$ cat config.mk
export PLATFORM = sky130hd
export DESIGN_NAME = picture_uart_tx
export DESIGN_NICKNAME = d
export VERILOG_FILES = /design/src/rtl/picture_uart_tx.sv
export SDC_FILE = /design/constraint.sdc
export NUM_CORES = 1
export LEC_CHECK = 0
export BUFFER_PORTS_ARGS = -buffer_cell sky130_fd_sc_hd__clkbuf_2
export CELL_PAD_IN_SITES_DETAIL_PLACEMENT = 1
export CELL_PAD_IN_SITES_GLOBAL_PLACEMENT = 1
export CORE_ASPECT_RATIO = 0.7
export CORE_MARGIN = 4
export CORE_UTILIZATION = 46
export DETAILED_ROUTE_END_ITERATION = 16
export PLACE_DENSITY = 0.87
export SLEW_MARGIN = 30
export SYNTH_ARGS = -nofsm -noshare
export SYNTH_HDL_FRONTEND = slang
export SYNTH_SLANG_ARGS = --single-unit
$ cat constraint.sdc
create_clock -name clk -period 3.67 [get_ports clk]
set_clock_uncertainty 0.2 [all_clocks]
set_input_delay 0.9175 -clock clk [delete_from_list [all_inputs] [get_ports clk]]
set_output_delay 0.9175 -clock clk [all_outputs]
set_load 0.05 [all_outputs]
$ cat src/rtl/picture_uart_tx.sv
// Frame readback: reads every pixel from picture memory and sends it as three 8N1 bytes (R, G, B).
// Latency: start -> first start bit in 4 cycles; no backpressure, uart_tx runs at a fixed bit rate.
module picture_uart_tx #(
    parameter int CLKS_PER_BIT = 100,
    parameter int NUM_PIXELS   = 307200,
    parameter int ADDR_W       = 19
) (
    input  logic              clk,
    input  logic              reset_n,
    input  logic              start,
    output logic [ADDR_W-1:0] mem_addr,
    output logic              mem_rd_en,
    input  logic [17:0]       mem_rgb,
    output logic              uart_tx,
    output logic              busy,
    output logic              done
);

    localparam int TW = (CLKS_PER_BIT > 1) ? $clog2(CLKS_PER_BIT) : 1;
    localparam logic [TW-1:0]     T_LAST   = TW'(CLKS_PER_BIT - 1);
    localparam logic [ADDR_W-1:0] PIX_LAST = ADDR_W'(NUM_PIXELS - 1);

    typedef enum logic [2:0] {
        S_IDLE,
        S_READ,
        S_WAIT,
        S_LOAD,
        S_START_BIT,
        S_DATA_BITS,
        S_STOP_BIT,
        S_DONE
    } state_t;

    state_t            state;
    logic [TW-1:0]     bit_timer;
    logic [2:0]        bit_cnt;
    logic [1:0]        byte_idx;
    logic [ADDR_W-1:0] pix_idx;
    logic [7:0]        tx_byte;
    logic [11:0]       pix_gb;
    logic              bit_last;

    assign bit_last = (bit_timer == T_LAST);

    always_ff @(posedge clk or negedge reset_n) begin
        if (!reset_n) begin
            state     <= S_IDLE;
            bit_timer <= '0;
            bit_cnt   <= '0;
            byte_idx  <= '0;
            pix_idx   <= '0;
            tx_byte   <= '0;
            pix_gb    <= '0;
            mem_addr  <= '0;
            mem_rd_en <= 1'b0;
            uart_tx   <= 1'b1;
            busy      <= 1'b0;
            done      <= 1'b0;
        end else begin
            done <= 1'b0;
            if (state inside {S_START_BIT, S_DATA_BITS, S_STOP_BIT}) begin
                bit_timer <= bit_last ? '0 : bit_timer + 1'b1;
            end else begin
                bit_timer <= '0;
            end

            case (state)
                S_IDLE: begin
                    uart_tx <= 1'b1;
                    if (start) begin
                        state     <= S_READ;
                        busy      <= 1'b1;
                        mem_rd_en <= 1'b1;
                        mem_addr  <= pix_idx;
                    end
                end
                S_READ: begin
                    mem_rd_en <= 1'b0;
                    state     <= S_WAIT;
                end
                S_WAIT: state <= S_LOAD;
                S_LOAD: begin
                    // R goes out first; G and B wait in pix_gb until their byte slot.
                    tx_byte  <= {2'b00, mem_rgb[17:12]};
                    pix_gb   <= mem_rgb[11:0];
                    byte_idx <= '0;
                    uart_tx  <= 1'b0;
                    state    <= S_START_BIT;
                end
                S_START_BIT: begin
                    if (bit_last) begin
                        bit_cnt <= '0;
                        uart_tx <= tx_byte[0];
                        state   <= S_DATA_BITS;
                    end
                end
                S_DATA_BITS: begin
                    if (bit_last) begin
                        if (bit_cnt == 3'd7) begin
                            uart_tx <= 1'b1;
                            state   <= S_STOP_BIT;
                        end else begin
                            bit_cnt <= bit_cnt + 3'd1;
                            uart_tx <= tx_byte[1];
                            tx_byte <= {1'b0, tx_byte[7:1]};
                        end
                    end
                end
                S_STOP_BIT: begin
                    if (bit_last) begin
                        if (byte_idx != 2'd2) begin
                            byte_idx <= byte_idx + 2'd1;
                            tx_byte  <= (byte_idx == 2'd0) ? {2'b00, pix_gb[11:6]}
                                                           : {2'b00, pix_gb[5:0]};
                            uart_tx  <= 1'b0;
                            state    <= S_START_BIT;
                        end else if (pix_idx != PIX_LAST) begin
                            pix_idx   <= pix_idx + 1'b1;
                            mem_addr  <= pix_idx + 1'b1;
                            mem_rd_en <= 1'b1;
                            state     <= S_READ;
                        end else begin
                            pix_idx <= '0;
                            done    <= 1'b1;
                            busy    <= 1'b0;
                            state   <= S_DONE;
                        end
                    end
                end
                S_DONE:  state <= S_IDLE;
                default: state <= S_IDLE;
            endcase
        end
    end

endmodule

==> results.toml, run 1 <==
[cells_and_area]
n_antenna_cell = 0
nFillCells = 960
drive_above_1_share_pct = 22.4
nets = 456
regArea_um2 = 1880
utilization_pct = 54.5
final_area_um2 = 4600
area_growth_pct = 15.5
multi_input_area_um2 = 1950

[clock_network]
clk-insertion-delay-late_ps = 340
cts_buffers = 9
cts_resized = 0
postCtsSetupBuffers = 0
tritoncts = "built"
clkSlewWorstSetupHoldPaths_ps = 60
cts_root_buffer = "clkbuf_16"
hold_buffers = 0
clkSinkCount = 75
cts.path.max_buffers = 2
htree_levels = 3

[setup_path]
reg2reg_slack_ps = 290
critPathBufInv = 0
reg2reg_from = "pix_idx[0]$_DFFE_PN0P_"
worst-path-stages = 6
end_kind = "flip-flop"
crit_path_end = "mem_addr[5]$_DFFE_PN0P_"
crit_fanout = 19
cp.required_ps = 3680
timing.rr.end = "mem_addr[5]$_DFFE_PN0P_"
critPathKind = "flip-flop to flip-flop"
slowest_delay_ps = 780
cp-startpoint = "pix_idx[0]$_DFFE_PN0P_"
startpoint_type = "flip-flop"
cp.arrival_ps = 3390
path_cells = "ha_1 -> nand4_1 -> or3_4 -> o2111ai_4 -> and2_1 -> mux2_1"
rr_worst_depth = 6
crit_family = "simple AND/OR/NAND/NOR gates"
critical-path-slowest-cell = "and2_1"

[pwr]
power_frac_comb_pct = 2.5
p_sw_share_pct = 21.5
p_sw_mw = 0.385
powerDensity_nw_per_um2 = 389
pwr-share-seq_pct = 47.1
p_leak_nw = 2.00
ir_drop_v = 0.000207
clkPwrFrac_pct = 50.4
p_int_mw = 1.41

[sta]
worst_slew_pin_slew_ps = 949
rsz0062_at_grt = "no"
worst_slack_ps = 290
fin_tns_setup_ps = 0
setup_violations = 0
finalCritPeriodShare_pct = 92.1
hold_viol = 0
fmaxAchievable_mhz = 296
maxSlewHeadroom_pct = 36.2
hold_ws_ps = 266
drv_slew = 0
period_needed_ps = 3380

[grt]
grt_max_degree = 76
gr-usage-all-layers_pct = 23.3
grt_first_pass_wirelength_um = 18800
grt.overflow.total = 0
antenna_found_initial = 0
grt_pass1_vias = 3475

[synth]
synth_top_area_share_pct = 46.5
seq_area_frac_synth_pct = 47.2
ys_warn_count = 0
yosysMostFrequentCell = "dfrtp_1"
avgSynthCellArea_um2 = 10.2
synth_fp_nets = 418
ys_ff_latch = 75
ys_types = 59
synth-edff-count = 0
synth_common_cells = "dfrtp_1 (74), nand2_1 (34), nand3_1 (25)"
post_synth_instance_area_um2 = 3980
yosys-top-cells-area = "dfrtp_1 (46%), mux2_2 (5.1%), xnor2_1 (4.4%)"
synth.largest_area_cell = "dfrtp_1"
synth_ff_type = "dfrtp_1"
synth_cells = 391
async_reset_ff_share_pct = 100

[routing]
drcViolationCount = 0
via_per_inst = 5.86
initialDrtViolationCount = 363
num_vias = 3249
avgRoutedWirePerCell_um = 20.2
antenna_left = 0
first_pass_iters = 4
wl_um = 11200

[run]
max-cap-violations = 0

[floorplanning]
num_rows = 28
start_util_pct = 47.2
die_w_um = 119
die-area_um2 = 10200
fp.dieH_um = 85.9
ios = 44
core-area_um2 = 8440

[placed_design]
placed_cell_area_um2 = 4290
gp_congestion = 0.818
dp_slack_ps = 329
io_buffers = 43
hpwl_um = 7410

[worst_hold_path]
worst_hold_path_type = "flip-flop to flip-flop"

[run_status]
status = "complete, no violations"
==> routing by layer <==
metal | wire, µm | up-vias | share of wire (%) | global-route usage (%)
li1 | - | 1469 | - | -
met2 | 5460 | 102 | 49 | 38.4
met4 | 173 | 0 | 1.5 | 6.62
met1 | 4970 | 1658 | 44 | 31.0
met3 | 596 | 20 | 5.3 | 5.60
met5 | 0 | - | 0 | 0
==> flip-flops by register name, indices dropped and copies added, names as in the netlist <==
register and flops:
pix_gb 12, byte_idx 2, tx_byte 6, busy 1, bit_timer 7, mem_addr 19
state 3, mem_rd_en 1, done 1, bit_cnt 3, pix_idx 19, uart_tx 1
==> cell usage in the layout (no fill, tap or decap), types with 9 or more instances in the layout <==
master      n
nand3_1    25
o21ai_0    20
mux2_1     10
xnor2_1    20
o21ai_1    20
nand2_1    34
inv_1      13
dfrtp_1    74
clkbuf_16   9
mux2_2     18
xor2_1      9
nor2_1     22
clkbuf_2   42
==> power by group through the flow <==
stage,Sequential (mW),Combinational [mW],Clock (mW)
6_report,0.843,0.0456,0.903
5_1_grt,0.843,0.0526,0.960
4_1_cts,0.843,0.0468,0.913
3_5_place_dp,0.858,0.0465,0
3_3_place_gp,0.856,0.0439,0
2_1_floorplan,0.856,0.0155,0
==> how the worst min path moves through the flow <==
stage	slack (ps)	start	cells past startpoint	end
final	270	bit_timer[0]$_DFF_PN0_	1	bit_timer[0]$_DFF_PN0_
after floorplan	230	bit_timer[0]$_DFF_PN0_	1	bit_timer[0]$_DFF_PN0_
after global placement	240	bit_timer[0]$_DFF_PN0_	1	bit_timer[0]$_DFF_PN0_
after CTS	280	bit_timer[0]$_DFF_PN0_	1	bit_timer[0]$_DFF_PN0_
after detailed placement	250	bit_timer[0]$_DFF_PN0_	1	bit_timer[0]$_DFF_PN0_
after global routing	300	bit_timer[0]$_DFF_PN0_	1	bit_timer[0]$_DFF_PN0_
==> cell type report <==
class | count | area share [%]
Clock inverter | 5 | 1.31
Inverter | 13 | 1.06
Timing Repair Buffer | 50 | 5.96
Clock buffer | 11 | 5.28
Tap cell | 120 | 3.26
Multi-Input combinational cell | 280 | 42.3
Sequential cell | 75 | 40.8
==> through the flow <==
| step | total power [mW] | cells |
|---|---|---|
| 2_1_floorplan | 0.871 | 391 |
| 3_3_place_gp | 0.900 | 538 |
| 3_5_place_dp | 0.904 | 538 |
| 4_1_cts | 1.80 | 554 |
| 5_1_grt | 1.86 | 554 |
| 6_report | 1.79 | 554 |
==> cells by family after synthesis <==
| family | count (synthesis) | share of synthesized area, % |
|---|---|---|
| simple gates | 128 | 16.4 |
| compound gates | 80 | 13.8 |
| flops | 75 | 47.2 |
| mux | 37 | 10.4 |
| buf+inv | 36 | 3.96 |
| xor+xnor | 29 | 6.38 |
| fa+ha+maj | 6 | 1.88 |
==> worst register-to-register path: cells and delay by family, from the launching register on <==
| family | cells | cell delay (ps) |
|---|---|---|
| adder cells (fa/ha/maj) | 1 | 270 |
| AND/OR/NAND/NOR | 3 | 1550 |
| AO/OA/AOI/OAI | 1 | 360 |
| flip-flops | 1 | 470 |
| multiplexers | 1 | 420 |
Power figures use the tool's default switching activity.
==> run 2, diff against run 1 <==
--- a/config.mk
+++ b/config.mk
@@ -7,11 +7,12 @@
 export LEC_CHECK = 0
 export BUFFER_PORTS_ARGS = -buffer_cell sky130_fd_sc_hd__clkbuf_2
-export CELL_PAD_IN_SITES_DETAIL_PLACEMENT = 1
-export CELL_PAD_IN_SITES_GLOBAL_PLACEMENT = 1
+export CELL_PAD_IN_SITES_DETAIL_PLACEMENT = 0
+export CELL_PAD_IN_SITES_GLOBAL_PLACEMENT = 2
 export CORE_ASPECT_RATIO = 0.7
 export CORE_MARGIN = 4
-export CORE_UTILIZATION = 46
+export CORE_UTILIZATION = 38
 export DETAILED_ROUTE_END_ITERATION = 16
 export PLACE_DENSITY = 0.87
+export RECOVER_POWER = 50
 export SLEW_MARGIN = 30
 export SYNTH_ARGS = -nofsm -noshare
==> constraint.sdc (replaced) <==
create_clock -name clk -period 3.67 [get_ports clk]
set_clock_uncertainty 0.2 [all_clocks]
set_input_delay 0.734 -clock clk [delete_from_list [all_inputs] [get_ports clk]]
set_output_delay 0.734 -clock clk [all_outputs]
set_load 0.05 [all_outputs]
==> results.toml, run 2 (synthesis gave the netlist of run 1 again) <==
[cells_and_area]
area_growth_pct = 14.8
final_common_cell = "dfrtp_1"
mostFrequentLayoutCells = "dfrtp_1 (74), clkbuf_2 (36), nand2_1 (34)"
final_area_um2 = 4570
nFillCells = 959
regArea_um2 = 1880
utilization_pct = 45.9
top_regs = "mem_addr: 19 flops, pix_idx: 19 flops, pix_gb: 12 flops"
multi_input_area_um2 = 1940
n_antenna_cell = 0
nets = 456
drive_above_1_share_pct = 20.5

[clock_network]
postCtsSetupBuffers = 0
clk-insertion-delay-late_ps = 330
hold_buffers = 0
cts.path.max_buffers = 2
clkSlewWorstSetupHoldPaths_ps = 60
cts_buffers = 9
cts_root_buffer = "clkbuf_16"
clkSinkCount = 75
tritoncts = "built"
cts_resized = 0
htree_levels = 3

[setup_path]
end_kind = "flip-flop"
critPathKind = "flip-flop to flip-flop"
cp.required_ps = 3680
crit_fanout = 19
cp.arrival_ps = 2870
critical-path-slowest-cell = "or3_4"
crit_family = "simple AND/OR/NAND/NOR gates"
critPathBufInv = 1
startpoint_type = "flip-flop"
slowest_delay_ps = 490
path_cells = "ha_1 -> nand4_1 -> or3_4 -> o2111ai_4 -> and2_1 -> buf_4 -> mux2_1"

[floorplanning]
fp.dieH_um = 93.7
die-area_um2 = 12200
num_rows = 30
start_util_pct = 40.0
ios = 44
core-area_um2 = 9950
die_w_um = 130

[routing]
num_vias = 3000
initialDrtViolationCount = 229
avgRoutedWirePerCell_um = 16.6
first_pass_iters = 6
antenna_left = 0
via_per_inst = 5.34
drcViolationCount = 0
wl_um = 9350

[placed_design]
dp_slack_ps = 823
hpwl_um = 6600
gp_congestion = 0.841
io_buffers = 43
placed_cell_area_um2 = 4300

[pwr]
pwr-share-seq_pct = 49.0
clkPwrFrac_pct = 48.4
p_int_mw = 1.35
p_sw_mw = 0.370
power_frac_comb_pct = 2.6
ir_drop_v = 0.000209
p_sw_share_pct = 21.5
p_leak_nw = 1.96
fin_total_pwr_mw = 1.72
powerDensity_nw_per_um2 = 376

[sta]
fmaxAchievable_mhz = 350
finalCritPeriodShare_pct = 77.9
setup_violations = 0
drv_slew = 76
rsz0062_at_grt = "no"
period_needed_ps = 2860
worst_slew_pin_slew_ps = 1900
worst_slack_ps = 811
hold_viol = 0
fin_tns_setup_ps = 0
maxSlewHeadroom_pct = -26.8

[run]
max-cap-violations = 1

[grt]
grt_max_degree = 76
antenna_found_initial = 0
grt_pass1_vias = 3003
gr-usage-all-layers_pct = 16.9
grt_first_pass_wirelength_um = 16000
grt.overflow.total = 0

[run_status]
status = "finished, violations left"
violations = "max-capacitance violations, max-slew violations"

[worst_hold_path]
worst_hold_path_type = "flip-flop to flip-flop"
==> run 2: power groups by stage <==
stage,Combinational [mW],Clock [mW],Sequential (mW)
floorplan,0.0155,0,0.856
global placement,0.0447,0,0.856
detailed placement,0.0459,0,0.857
CTS,0.0459,0.852,0.842
global route,0.0520,0.885,0.844
finish,0.0440,0.832,0.843
==> run 2: cell type report <==
| class | instances | share of cell area [%] |
|---|---|---|
| multi-input combinational | 280 | 42.5 |
| sequential | 75 | 41.1 |
| timing repair buffer | 50 | 5.67 |
| clock buffer | 12 | 5.61 |
| tap | 128 | 3.50 |
| inverter | 13 | 1.07 |
| clock inverter | 4 | 0.547 |
==> run 2: layer usage <==
metal	vias to the layer above	wire, µm	GRT usage [%]
met5	-	0	0
met4	0	114	4.97
met3	10	490	3.69
met2	82	3780	22.4
met1	1432	4960	26.9
li1	1476	-	-
==> run 2: through the flow <==
| step | hold WS, ps | cells |
|---|---|---|
| after detailed placement | 247 | 546 |
| after CTS | 261 | 562 |
| after global routing | 297 | 562 |
| after floorplan | 225 | 391 |
| final | 258 | 562 |
| after global placement | 244 | 546 |
==> run 2: path summary, 6_finish.rpt <==
path	slack (ps)	from	cells past startpoint	endpoint
worst min-delay path	260	bit_timer[0]$_DFF_PN0_	1	bit_timer[0]$_DFF_PN0_
worst max-delay path	810	pix_idx[0]$_DFFE_PN0P_	7	mem_addr[11]$_DFFE_PN0P_
worst max register to register	810	pix_idx[0]$_DFFE_PN0P_	7	mem_addr[11]$_DFFE_PN0P_
worst min register to register	260	bit_timer[0]$_DFF_PN0_	1	bit_timer[0]$_DFF_PN0_
min in group asynchronous	720	reset_n	1	pix_gb[3]$_DFFE_PN0P_
max in group asynchronous	1420	reset_n	1	mem_addr[4]$_DFFE_PN0P_
